<file path="src/rtl/id_ex_stage_pkg.sv">
// Shared widths and ALU operation encodings for the ID->EX pipeline register.
// Also holds the update-selection type used by the stage.
package id_ex_stage_pkg;

    localparam int DATA_W_DEF     = 32;
    localparam int REG_ADDR_W_DEF = 5;
    localparam int FUNCT_W_DEF    = 6;
    localparam int CNT_W_DEF      = 16;
    localparam int SHAMT_W        = 5;
    localparam int MEM_SEL_W      = 4;

    // FUNCT_NOP must stay zero: a cleared EX register must read as a NOP.
    typedef enum logic [5:0] {
        FUNCT_NOP  = 6'd0,
        FUNCT_ADD  = 6'd1,
        FUNCT_ADDU = 6'd2,
        FUNCT_SUB  = 6'd3,
        FUNCT_SUBU = 6'd4,
        FUNCT_AND  = 6'd5,
        FUNCT_OR   = 6'd6,
        FUNCT_XOR  = 6'd7,
        FUNCT_NOR  = 6'd8,
        FUNCT_SLT  = 6'd9,
        FUNCT_SLTU = 6'd10,
        FUNCT_SLL  = 6'd11,
        FUNCT_SRL  = 6'd12,
        FUNCT_SRA  = 6'd13,
        FUNCT_LUI  = 6'd14
    } alu_funct_e;

    typedef enum logic [1:0] {
        UPD_CAPTURE = 2'd0,
        UPD_HOLD    = 2'd1,
        UPD_BUBBLE  = 2'd2
    } upd_sel_e;

    function automatic logic load_use_hazard(input logic valid,
                                             input logic rel_1,
                                             input logic rel_2);
        return valid & (rel_1 | rel_2);
    endfunction

endpackage

</file>
<file path="src/rtl/id_ex_stage_sat_counter.sv">
// Saturating up-counter with synchronous clear; clear wins over enable.
module sat_counter #(
    parameter int CNT_W = 16
) (
    input  logic             clk,
    input  logic             clr,
    input  logic             en,
    output logic [CNT_W-1:0] count
);

    logic [CNT_W-1:0] count_q;
    logic [CNT_W-1:0] count_d;

    // Next count: increment when enabled, stick at all-ones instead of wrapping.
    always_comb begin
        count_d = count_q;
        if (en && (count_q != {CNT_W{1'b1}})) begin
            count_d = count_q + CNT_W'(1);
        end else begin
            count_d = count_q;
        end
    end

    // Count register.
    always_ff @(posedge clk) begin
        if (clr) begin
            count_q <= {CNT_W{1'b0}};
        end else begin
            count_q <= count_d;
        end
    end

    assign count = count_q;

endmodule

</file>
<file path="src/rtl/id_ex_stage.sv">
// ID->EX pipeline register: captures bypassed operands and decoded control,
// inserts load-use bubbles and feeds the EX destination back to ID bypass.
module id_ex_stage
    import id_ex_stage_pkg::*;
#(
    parameter int DATA_W     = DATA_W_DEF,
    parameter int REG_ADDR_W = REG_ADDR_W_DEF,
    parameter int FUNCT_W    = FUNCT_W_DEF,
    parameter int CNT_W      = CNT_W_DEF
) (
    input  logic                  clk,
    input  logic                  rst,
    input  logic                  flush,
    input  logic                  stall_ex,
    input  logic                  stall_id,
    input  logic                  load_related_1,
    input  logic                  load_related_2,
    input  logic                  id_valid,
    input  logic [DATA_W-1:0]     id_pc,
    input  logic [FUNCT_W-1:0]    id_funct,
    input  logic [DATA_W-1:0]     id_operand_1,
    input  logic [DATA_W-1:0]     id_operand_2,
    input  logic [SHAMT_W-1:0]    id_shamt,
    input  logic                  id_mem_read_flag,
    input  logic                  id_mem_write_flag,
    input  logic                  id_mem_sign_ext,
    input  logic [MEM_SEL_W-1:0]  id_mem_sel,
    input  logic [DATA_W-1:0]     id_mem_write_data,
    input  logic                  id_reg_write_en,
    input  logic [REG_ADDR_W-1:0] id_reg_write_addr,
    input  logic                  id_delay_slot,
    output logic                  load_stall_req,
    output logic                  ex_valid,
    output logic [DATA_W-1:0]     ex_pc,
    output logic [FUNCT_W-1:0]    ex_funct,
    output logic [DATA_W-1:0]     ex_operand_1,
    output logic [DATA_W-1:0]     ex_operand_2,
    output logic [SHAMT_W-1:0]    ex_shamt,
    output logic                  ex_mem_read_flag,
    output logic                  ex_mem_write_flag,
    output logic                  ex_mem_sign_ext,
    output logic [MEM_SEL_W-1:0]  ex_mem_sel,
    output logic [DATA_W-1:0]     ex_mem_write_data,
    output logic                  ex_reg_write_en,
    output logic [REG_ADDR_W-1:0] ex_reg_write_addr,
    output logic                  ex_delay_slot,
    output logic                  ex_load_flag,
    output logic [CNT_W-1:0]      load_stall_count
);

    localparam logic [FUNCT_W-1:0] NOP_F = FUNCT_W'(FUNCT_NOP);

    upd_sel_e              upd_sel_s;
    logic                  load_stall_s;

    logic                  valid_q,     valid_d;
    logic [DATA_W-1:0]     pc_q,        pc_d;
    logic [FUNCT_W-1:0]    funct_q,     funct_d;
    logic [DATA_W-1:0]     op1_q,       op1_d;
    logic [DATA_W-1:0]     op2_q,       op2_d;
    logic [SHAMT_W-1:0]    shamt_q,     shamt_d;
    logic                  mem_rd_q,    mem_rd_d;
    logic                  mem_wr_q,    mem_wr_d;
    logic                  sign_ext_q,  sign_ext_d;
    logic [MEM_SEL_W-1:0]  mem_sel_q,   mem_sel_d;
    logic [DATA_W-1:0]     wdata_q,     wdata_d;
    logic                  wen_q,       wen_d;
    logic [REG_ADDR_W-1:0] waddr_q,     waddr_d;
    logic                  dslot_q,     dslot_d;

    assign load_stall_s   = load_use_hazard(id_valid, load_related_1, load_related_2);
    assign load_stall_req = load_stall_s;

    // Update selection: flush beats an EX hold, which beats ID-side bubbles.
    always_comb begin
        upd_sel_s = UPD_CAPTURE;
        if (flush) begin
            upd_sel_s = UPD_BUBBLE;
        end else if (stall_ex) begin
            upd_sel_s = UPD_HOLD;
        end else if (stall_id || load_stall_s) begin
            upd_sel_s = UPD_BUBBLE;
        end else begin
            upd_sel_s = UPD_CAPTURE;
        end
    end

    // Next EX contents for the selected update; side-effect flags qualified by id_valid.
    always_comb begin
        valid_d    = valid_q;
        pc_d       = pc_q;
        funct_d    = funct_q;
        op1_d      = op1_q;
        op2_d      = op2_q;
        shamt_d    = shamt_q;
        mem_rd_d   = mem_rd_q;
        mem_wr_d   = mem_wr_q;
        sign_ext_d = sign_ext_q;
        mem_sel_d  = mem_sel_q;
        wdata_d    = wdata_q;
        wen_d      = wen_q;
        waddr_d    = waddr_q;
        dslot_d    = dslot_q;
        case (upd_sel_s)
            UPD_CAPTURE: begin
                valid_d    = id_valid;
                pc_d       = id_pc;
                funct_d    = id_funct;
                op1_d      = id_operand_1;
                op2_d      = id_operand_2;
                shamt_d    = id_shamt;
                mem_rd_d   = id_mem_read_flag & id_valid;
                mem_wr_d   = id_mem_write_flag & id_valid;
                sign_ext_d = id_mem_sign_ext;
                mem_sel_d  = id_mem_sel;
                wdata_d    = id_mem_write_data;
                wen_d      = id_reg_write_en & id_valid;
                waddr_d    = id_reg_write_addr;
                dslot_d    = id_delay_slot;
            end
            UPD_HOLD: begin
                valid_d    = valid_q;
                pc_d       = pc_q;
            end
            UPD_BUBBLE: begin
                valid_d    = 1'b0;
                pc_d       = {DATA_W{1'b0}};
                funct_d    = NOP_F;
                op1_d      = {DATA_W{1'b0}};
                op2_d      = {DATA_W{1'b0}};
                shamt_d    = {SHAMT_W{1'b0}};
                mem_rd_d   = 1'b0;
                mem_wr_d   = 1'b0;
                sign_ext_d = 1'b0;
                mem_sel_d  = {MEM_SEL_W{1'b0}};
                wdata_d    = {DATA_W{1'b0}};
                wen_d      = 1'b0;
                waddr_d    = {REG_ADDR_W{1'b0}};
                dslot_d    = 1'b0;
            end
            default: begin
                valid_d    = 1'b0;
                funct_d    = NOP_F;
                mem_rd_d   = 1'b0;
                mem_wr_d   = 1'b0;
                wen_d      = 1'b0;
                dslot_d    = 1'b0;
            end
        endcase
    end

    // EX pipeline register.
    always_ff @(posedge clk) begin
        if (rst) begin
            valid_q    <= 1'b0;
            pc_q       <= {DATA_W{1'b0}};
            funct_q    <= NOP_F;
            op1_q      <= {DATA_W{1'b0}};
            op2_q      <= {DATA_W{1'b0}};
            shamt_q    <= {SHAMT_W{1'b0}};
            mem_rd_q   <= 1'b0;
            mem_wr_q   <= 1'b0;
            sign_ext_q <= 1'b0;
            mem_sel_q  <= {MEM_SEL_W{1'b0}};
            wdata_q    <= {DATA_W{1'b0}};
            wen_q      <= 1'b0;
            waddr_q    <= {REG_ADDR_W{1'b0}};
            dslot_q    <= 1'b0;
        end else begin
            valid_q    <= valid_d;
            pc_q       <= pc_d;
            funct_q    <= funct_d;
            op1_q      <= op1_d;
            op2_q      <= op2_d;
            shamt_q    <= shamt_d;
            mem_rd_q   <= mem_rd_d;
            mem_wr_q   <= mem_wr_d;
            sign_ext_q <= sign_ext_d;
            mem_sel_q  <= mem_sel_d;
            wdata_q    <= wdata_d;
            wen_q      <= wen_d;
            waddr_q    <= waddr_d;
            dslot_q    <= dslot_d;
        end
    end

    // Only bubbles that actually enter EX are counted (not those masked by a hold or flush).
    sat_counter #(
        .CNT_W (CNT_W)
    ) u_stall_cnt (
        .clk   (clk),
        .clr   (rst),
        .en    (load_stall_s & ~stall_ex & ~flush),
        .count (load_stall_count)
    );

    assign ex_valid          = valid_q;
    assign ex_pc             = pc_q;
    assign ex_funct          = funct_q;
    assign ex_operand_1      = op1_q;
    assign ex_operand_2      = op2_q;
    assign ex_shamt          = shamt_q;
    assign ex_mem_read_flag  = mem_rd_q;
    assign ex_mem_write_flag = mem_wr_q;
    assign ex_mem_sign_ext   = sign_ext_q;
    assign ex_mem_sel        = mem_sel_q;
    assign ex_mem_write_data = wdata_q;
    assign ex_reg_write_en   = wen_q;
    assign ex_reg_write_addr = waddr_q;
    assign ex_delay_slot     = dslot_q;
    assign ex_load_flag      = valid_q & mem_rd_q;

endmodule
</file>
<file path="config.mk">
export PLATFORM = sky130hd
export DESIGN_NAME = id_ex_stage
export DESIGN_NICKNAME = d
export VERILOG_FILES = /design/src/rtl/id_ex_stage_pkg.sv /design/src/rtl/id_ex_stage_sat_counter.sv /design/src/rtl/id_ex_stage.sv
export SDC_FILE = /design/constraint.sdc
export NUM_CORES = 1
export LEC_CHECK = 0
export ABC_AREA = 0
export CAP_MARGIN = 15
export CORE_AREA = 4 4 127 129
export CTS_BUF_LIST = sky130_fd_sc_hd__clkbuf_8 sky130_fd_sc_hd__clkbuf_16
export DETAILED_ROUTE_END_ITERATION = 10
export DIE_AREA = 0 0 131 133
export PLACE_DENSITY = 0.8
export SYNTH_ARGS = -nofsm -noshare
export SYNTH_HDL_FRONTEND = slang
export SYNTH_HIERARCHICAL = 1
export SYNTH_SLANG_ARGS = --single-unit
</file>
<file path="constraint.sdc">
create_clock -name clk -period 3 [get_ports clk]
set_input_delay 0.6 -clock clk [delete_from_list [all_inputs] [get_ports clk]]
set_output_delay 0.6 -clock clk [all_outputs]
set_load 0.05 [all_outputs]
</file>
---- Word level (Yosys, flattened, before mapping) ----
Index checks and enable logic that the tools add are counted.
Widths: inputs -> output; s select.
operators by class
  add/subtract/negate cells ............... 1
  equal/unequal tests ..................... 3
  multiplexer cells ....................... 17
  bitwise gates (word level) .............. 10
  reductions and logical operators ........ 4
operator list
  cell                   count
  $pmux 32 s2            4
  $pmux 5 s2             2
  $add 16x1->16 const B  1
  $ne 16x16->1 const B   1
  $pmux 1 s2             6
  $pmux 6 s2             1
  $pmux 4 s2             1
  $and 1x1->1            7
  $mux 2                 3
  $eq 2x1->1 const B     1
  $eq 2x2->1 const B     1
  $logic_not 2->1        1
  $not 1->1              2
  $reduce_bool 2->1      1
  $logic_and 1x1->1      1
  $logic_or 1x1->1       1
  $or 1x1->1             1
word-level totals
  register bits ........................... 170
  input bits .............................. 161
  output and inout bits ................... 172
  word-level logic and storage cells ...... 50

---- Depth between registers and ports, before layout ----
Gate-level depths: netlist (run 1).
  word-level depth ........................ 8
  gate-level depth with buffers ........... 7
  mapped depth without buffers ............ 6

---- By module ----
The synthesis (run 1) kept the hierarchy.
by module, submodules not included
  module       instances  cells an instance  area an instance (um^2)  sequential area each (um^2)
  id_ex_stage  1          351                4710.8                   3083.0
  sat_counter  1          99                 848.3                    320.3

---- Worst setup path after synthesis (run 1) ----
Ideal clock, no wire load.
  path kind ............................... in2reg
  from .................................... input load_related_2
  to ...................................... register u_stall_cnt.count_q[13] (netlist: u_stall_cnt/count[13])
  library setup time ...................... 70 ps
  arrival time ............................ 1956 ps
  required time ........................... 2930 ps
  slack ................................... 973 ps
  cell stages on the path ................. 6
  path buffers ............................ 1
  cell sequence ........................... o21ai_2 nor3_1 nand2_1 clkbuf_1 or4_1 a21oi_1
on the way
  cells in the longest elaborated chain, start to end .. 5
RTL lines
  element                    RTL line                       RTL
  start, declared            id_ex_stage.sv:17              input logic load_related_2,
  $or 1x1->1                 id_ex_stage_pkg.sv:40          return valid & (rel_1 | rel_2);
  $and 1x1->1                id_ex_stage_pkg.sv:40
  $and 1x1->1 (2 in series)  id_ex_stage.sv:193             .en (load_stall_s & ~stall_ex & ~flush),
  $logic_and 1x1->1          id_ex_stage_sat_counter.sv:17  if (en && (count_q != {CNT_W{1'b1}})) begin
  end signal, assigned       id_ex_stage_sat_counter.sv:27  count_q <= {CNT_W{1'b0}};
  end signal, assigned       id_ex_stage_sat_counter.sv:29  count_q <= count_d;
  end, declared              id_ex_stage_sat_counter.sv:11  logic [CNT_W-1:0] count_q;
No other way between the ends.
A chain may end at the register's enable or synchronous reset.

---- Worst setup path in the final report (run 1) ----
  from .................................... register u_stall_cnt.count_q[2] (netlist: u_stall_cnt/count[2])
  to ...................................... output load_stall_count[2]
RTL lines
  element        RTL line           RTL
  end, declared  id_ex_stage.sv:48  output logic [CNT_W-1:0] load_stall_count
No word-level cell between the ends.

==> reports/metrics.cfg, run 1 <==
[die]
initial_core_util_pct=36.98
num_io_pins=333
core_um2=15030
die_w_um=131
die-area_um2=17420
die_h_um=133
rows=45

[layout]
stdcell_area_um2=9593
area_growth_pct=72.56
n_antenna_cell=0
drive_gt1_share_pct=6.138
final_cell_count_no_fill=970
final_nets=931

[setup_path]
critPathRequiredTime_ns=2.40
criticalPathCategory=reg2out
slowest_stage=clkdlybuf4s50_1
end_kind=output port
start_kind=register
crit_family=buffers and inverters
crit_chain=clkdlybuf4s50_1
worstPathBufferInverterCount=1
critPathMaxStageDelay_ns=0.88
arrival_ns=1.77
path_max_fanout=8

[cts]
cts_num_sinks=170
ctsHoldBuffers=0
root_buffer=clkbuf_16
cts.path.max_buffers=2
cts_tree=done
clk_latency_ns=0.42
cts_resized=0
htreeDepth=4
clkTransAtPathRegs_ns=0.06
post_cts_buffers=0
cts_buffers=17

[route]
drtPass1Iterations=4
drc_errors=0
num_vias=5041
drt_iter0_drc=287
wl_per_cell_um=18.73
vias_per_cell=5.197
antenna_left=0
drt-total-wl_um=18170

[worst_hold_path]
min_path_type=reg2reg

[synth]
synth_common_cells=dfxtp_1 (170), a22o_1 (150), buf_2 (18), a21oi_1 (11), clkbuf_1 (10)
syn-num-nets=612
avgSynthCellArea_um2=12.35
synth-seq-cells=170
synthTopCellsByArea=dfxtp_1 (61%), a22o_1 (24%), buf_2 (1.6%)
ys_seq_area_share_pct=61.22
synth_top_area_share_pct=61.22
ys.flop_type=dfxtp_1
synth-edff-count=0
synth_top_area_cell=dfxtp_1
netlist_instances=450
ys_types=41
yosysMostFrequentCell=dfxtp_1
ys_warn_count=6
netlist_area_um2=5559
ys_async_sr_fraction_pct=0

[global_routing]
grt_usage_pct=20.03
grt_pass1_wl_um=27570
grt_pass1_vias=5077
grt.overflow.total=0
antenna_found_initial=0
grt_max_degree=84

[timing]
max_slew_margin_pct=46.01
hold_viol=0
slew_viol_final=0
fin_skew_ns=0.009543
tightest_slew_ns=0.8038
fmax_ghz=0.4226
period_needed_ns=2.366
fin_tns_setup_ns=0
rsz0062_at_grt=no
setup_viol=0
post-route-period-util_pct=78.87

[outcome]
status=finished clean

[place]
placed_area_um2=8992
portBuffers=332
placed_cells=938
routabilityCongestion=0.8493
hpwl_um=13010

[power]
ir_drop_uv=341.0
p_leak_uw=0.003549
power_density_nw_per_um2=521.7

[flow_run]
cap_viol_max_count=0

==> routing by layer <==
layer	GRT usage (%)	part of all wire, %
met4	8.286	2.7
met1	22.53	38
met2	33.55	49
met3	7.751	10
met5	0	0
==> per-stage QoR <==
step           setup WS (ns)  total power, uW  util, %  hold WS, ns
6_report              0.6338             5004    63.81       0.4739
5_1_grt               0.5393             5172    63.81       0.4878
4_1_cts               0.5980             5058    63.81       0.4773
3_5_place_dp          0.3718             2847    59.82       0.4550
3_3_place_gp          0.3931             2838    59.82       0.4524
2_1_floorplan         0.9733             2546        -       0.6691
==> power by group <==
| part | switching, uW | internal, uW | total (uW) |
|---|---|---|---|
| combinational | 221 | 270 | 491 |
| sequential | 18.6 | 2290 | 2310 |
| clock | 937 | 1270 | 2210 |
==> path summary, 6_finish.rpt <==
check	startpoint	endpoint	slack, ns	cells after the start
worst min-delay path	ex_operand_2[15]	ex_operand_2[15]	0.47	1
worst min register to register	ex_operand_2[15]	ex_operand_2[15]	0.47	1
worst max-delay path	u_stall_cnt/count[2]	load_stall_count[2]	0.63	1
worst max register to register	u_stall_cnt/count[0]	u_stall_cnt/count[11]	1.00	5
==> sequential cells by signal (all words and copies together) (netlist names) <==
signal	flops
ex_mem_write_data	32
ex_reg_write_en	1
ex_shamt	5
ex_pc	32
ex_reg_write_addr	5
ex_mem_sign_ext	1
ex_valid	1
ex_operand_2	32
ex_operand_1	32
ex_delay_slot	1
u_stall_cnt/count	16
ex_funct	6
ex_mem_sel	4
ex_mem_write_flag	1
ex_mem_read_flag	1
==> cell type report <==
cell class              instances  area (um^2)
clock inverters                14        161.4
clock buffers                  18        439.2
multi-input cells             238         1923
repair buffers                338         3416
fillers                      1117         5440
inverters                       4        15.01
flip-flops and latches        170         3403
well taps                     188        235.2
==> placed cells by master, fill, tap and decap left out, types with 2 or more instances in the layout <==
master / netlist / routed
bufinv_16: 0 / 2
a22o_1: 150 / 150
xnor2_1: 2 / 2
clkdlybuf4s50_1: 0 / 331
a21oi_1: 11 / 11
and4_1: 3 / 3
nand2_1: 6 / 6
inv_6: 0 / 3
nor4_1: 2 / 2
nor3_1: 5 / 5
or4_1: 7 / 7
o31ai_1: 6 / 6
buf_12: 0 / 4
clkbuf_16: 0 / 17
nor2_1: 6 / 6
clkinv_2: 0 / 2
inv_1: 3 / 3
clkinv_4: 0 / 4
o21ai_0: 4 / 4
dfxtp_1: 170 / 170
buf_4: 1 / 3
a32o_1: 3 / 3
or3_1: 3 / 3
nor2b_1: 2 / 2
nand4_1: 3 / 3
nand3b_1: 2 / 2
nand3_1: 7 / 7
inv_8: 0 / 2
==> cells by family (layout without fill, tap and decap cells) <==
group | Yosys count | count (layout) | synth area share, %
simple gates | 55 | 55 | 6.527
buf+inv | 42 | 374 | 4.389
compound gates | 178 | 178 | 26.94
mux | 2 | 2 | 0.3826
fa+ha+maj | 1 | 1 | 0.2250
xor+xnor | 2 | 2 | 0.3152
flops | 170 | 170 | 61.22
(Power assumes the default switching activity.)
==> inputs of run 2 (changes only) <==
CORE_AREA = not set   (was 4 4 127 129)
CORE_MARGIN = 4   (was not set)
CORE_UTILIZATION = 34   (was not set)
DIE_AREA = not set   (was 0 0 131 133)
PLACE_DENSITY = 0.77   (was 0.8)
clock period = 1.9 ns   (was 3 ns; I/O delays follow)
==> run 2 against run 1 <==
  * Clock power increased by 46%
  * Design area rose by 0.26%
  * Count of clock-buffer cells in the layout is 2 higher
  * Via count grew 3.4%
  * Wire length increased by 4.4%
  * Setup slack got worse by 0.53 ns
  * Critical path type is now in2reg
  * Highest routed layer unchanged
==> reports/metrics.cfg, run 2 (same netlist as run 1, synthesis figures left out) <==
[route]
drt-total-wl_um=18960
drc_errors=0
num_vias=5211
wl_per_cell_um=18.32
vias_per_cell=5.035
drt_iter0_drc=221
antenna_left=0
drtPass1Iterations=4

[cts]
cts_num_sinks=170
cts.path.max_buffers=2
htreeDepth=4
root_buffer=clkbuf_16
cts_buffers=17
clkTransAtPathRegs_ns=0.06
ctsHoldBuffers=0
cts_tree=done
clk_latency_ns=0.42

[setup_path]
path_max_fanout=5
critPathRequiredTime_ns=2.23
reg2reg_slack_ns=0.17
end_kind=register
start_kind=primary input
criticalPathCategory=in2reg
arrival_ns=2.12

[layout]
final_cell_count_no_fill=1035
final_nets=967
fin_util_pct=60.33
drive_gt1_share_pct=19.93
mostFrequentLayoutCell=clkdlybuf4s50_1
area_growth_pct=73.01
final_cell_mix=clkdlybuf4s50_1 (160), dfxtp_1 (159), a22o_1 (150)

[timing]
fmax_ghz=0.5573
max_slew_margin_pct=64.30
rsz0062_at_grt=no
setup_viol=0
fin_skew_ns=0.009281
post-route-period-util_pct=94.43
slew_viol_final=0
tightest_slew_ns=0.5376
period_needed_ns=1.794
hold_viol=0

[outcome]
status=finished clean

[place]
placed_cells=1001
hpwl_um=14490
routabilityCongestion=0.8541
portBuffers=332

[global_routing]
grt_max_degree=39
grt_pass1_wl_um=28510
grt_pass1_vias=5345
antenna_found_initial=1
grt_usage_pct=19.54
grt.overflow.total=0

[die]
die_w_um=135.9
initial_core_util_pct=34.87
num_io_pins=333
die-area_um2=18460
core_um2=15940
rows=46
die_h_um=135.9

[power]
power_density_nw_per_um2=796.5
ir_drop_uv=561.1
p_leak_uw=0.004351

[flow_run]
cap_viol_max_count=0

[worst_hold_path]
min_path_type=reg2reg

-- run 2: changes by cell type in the layout (fill, tap and decap cells not counted), moves of 2 or more --
cell	delta
dfxtp_2	+11
bufinv_16	-2
inv_8	-2
buf_12	+3
buf_4	+99
clkdlybuf4s50_1	-171
dlygate4sd2_1	+105
clkinvlp_4	+3
dfxtp_1	-11
clkinv_4	-3
clkbuf_8	+2
-- run 2: final cells by class --
type	count	area, um^2
fillers	1328	6325
repair buffers	374	3427
flip-flops and latches	170	3417
multi-input cells	238	1931
clock buffers	20	466.7
well taps	216	270.3
clock inverters	12	88.84
inverters	4	15.01
diodes	1	2.502
-- run 2: worst paths after layout --
kind	start	to	depth (start not counted)
setup / recovery	id_valid	u_stall_cnt/count[0]	9
setup reg to reg	u_stall_cnt/count[0]	u_stall_cnt/count[13]	6
hold / removal	ex_operand_1[19]	ex_operand_1[19]	1
hold reg to reg	ex_operand_1[19]	ex_operand_1[19]	1
-- run 2: critical path, stage by stage --
cell,delay (ns)
clkdlybuf4s50_1,0.49
o21ai_2,0.09
nor3_2,0.21
buf_4,0.17
buf_4,0.10
inv_1,0.04
buf_4,0.13
or3_1,0.34
a21oi_1,0.16
-- run 2: repair_timing --
| action | CTS | global route |
|---|---|---|
| gates resized for setup | 105 | 3 |
| endpoints found under the setup margin | 105 | 5 |
| pin swaps | 0 | 1 |
| buffers inserted | 0 | 1 |
-- run 2: per-stage QoR --
| stage | hold slack, ns | total power [uW] | setup WS (ns) | cell area [um^2] | TNS [ns] |
|---|---|---|---|---|---|
| 6_report | 0.4693 | 7660 | 0.1058 | 9618 | 0 |
| 5_1_grt | 0.4854 | 7915 | 0.02062 | 9618 | 0 |
| 4_1_cts | 0.4708 | 7743 | 0.05342 | 9600 | 0 |
| 3_5_place_dp | 0.4539 | 4532 | -0.3834 | 9176 | -23.52 |
| 3_3_place_gp | 0.4516 | 4519 | -0.3877 | 9176 | -14.75 |
| 2_1_floorplan | 0.4491 | 4021 | 0.004004 | 5573 | 0 |
-- run 2: report_power, final --
part	internal (uW)	switching [uW]
clock network	1790	1440
registers	3610	28.9
logic	430	358
total	5830	1830
-- run 2: routing by layer --
metal / global-route usage (%) / wire (um) / vias up
li1: - / - / 2454
met1: 21.91 / 7284 / 2480
met2: 33.52 / 9498 / 249
met3: 7.106 / 1775 / 28
met4: 8.287 / 399 / 0
met5: 0 / 0 / -
==> inputs of run 3 (changes only) <==
ABC_CLOCK_PERIOD_IN_PS = 1900   (was not set)
GPL_ROUTABILITY_DRIVEN = 0   (was not set)
==> results of run 3 <==
The final DEF is identical to that of run 2; final timing and power are the same.
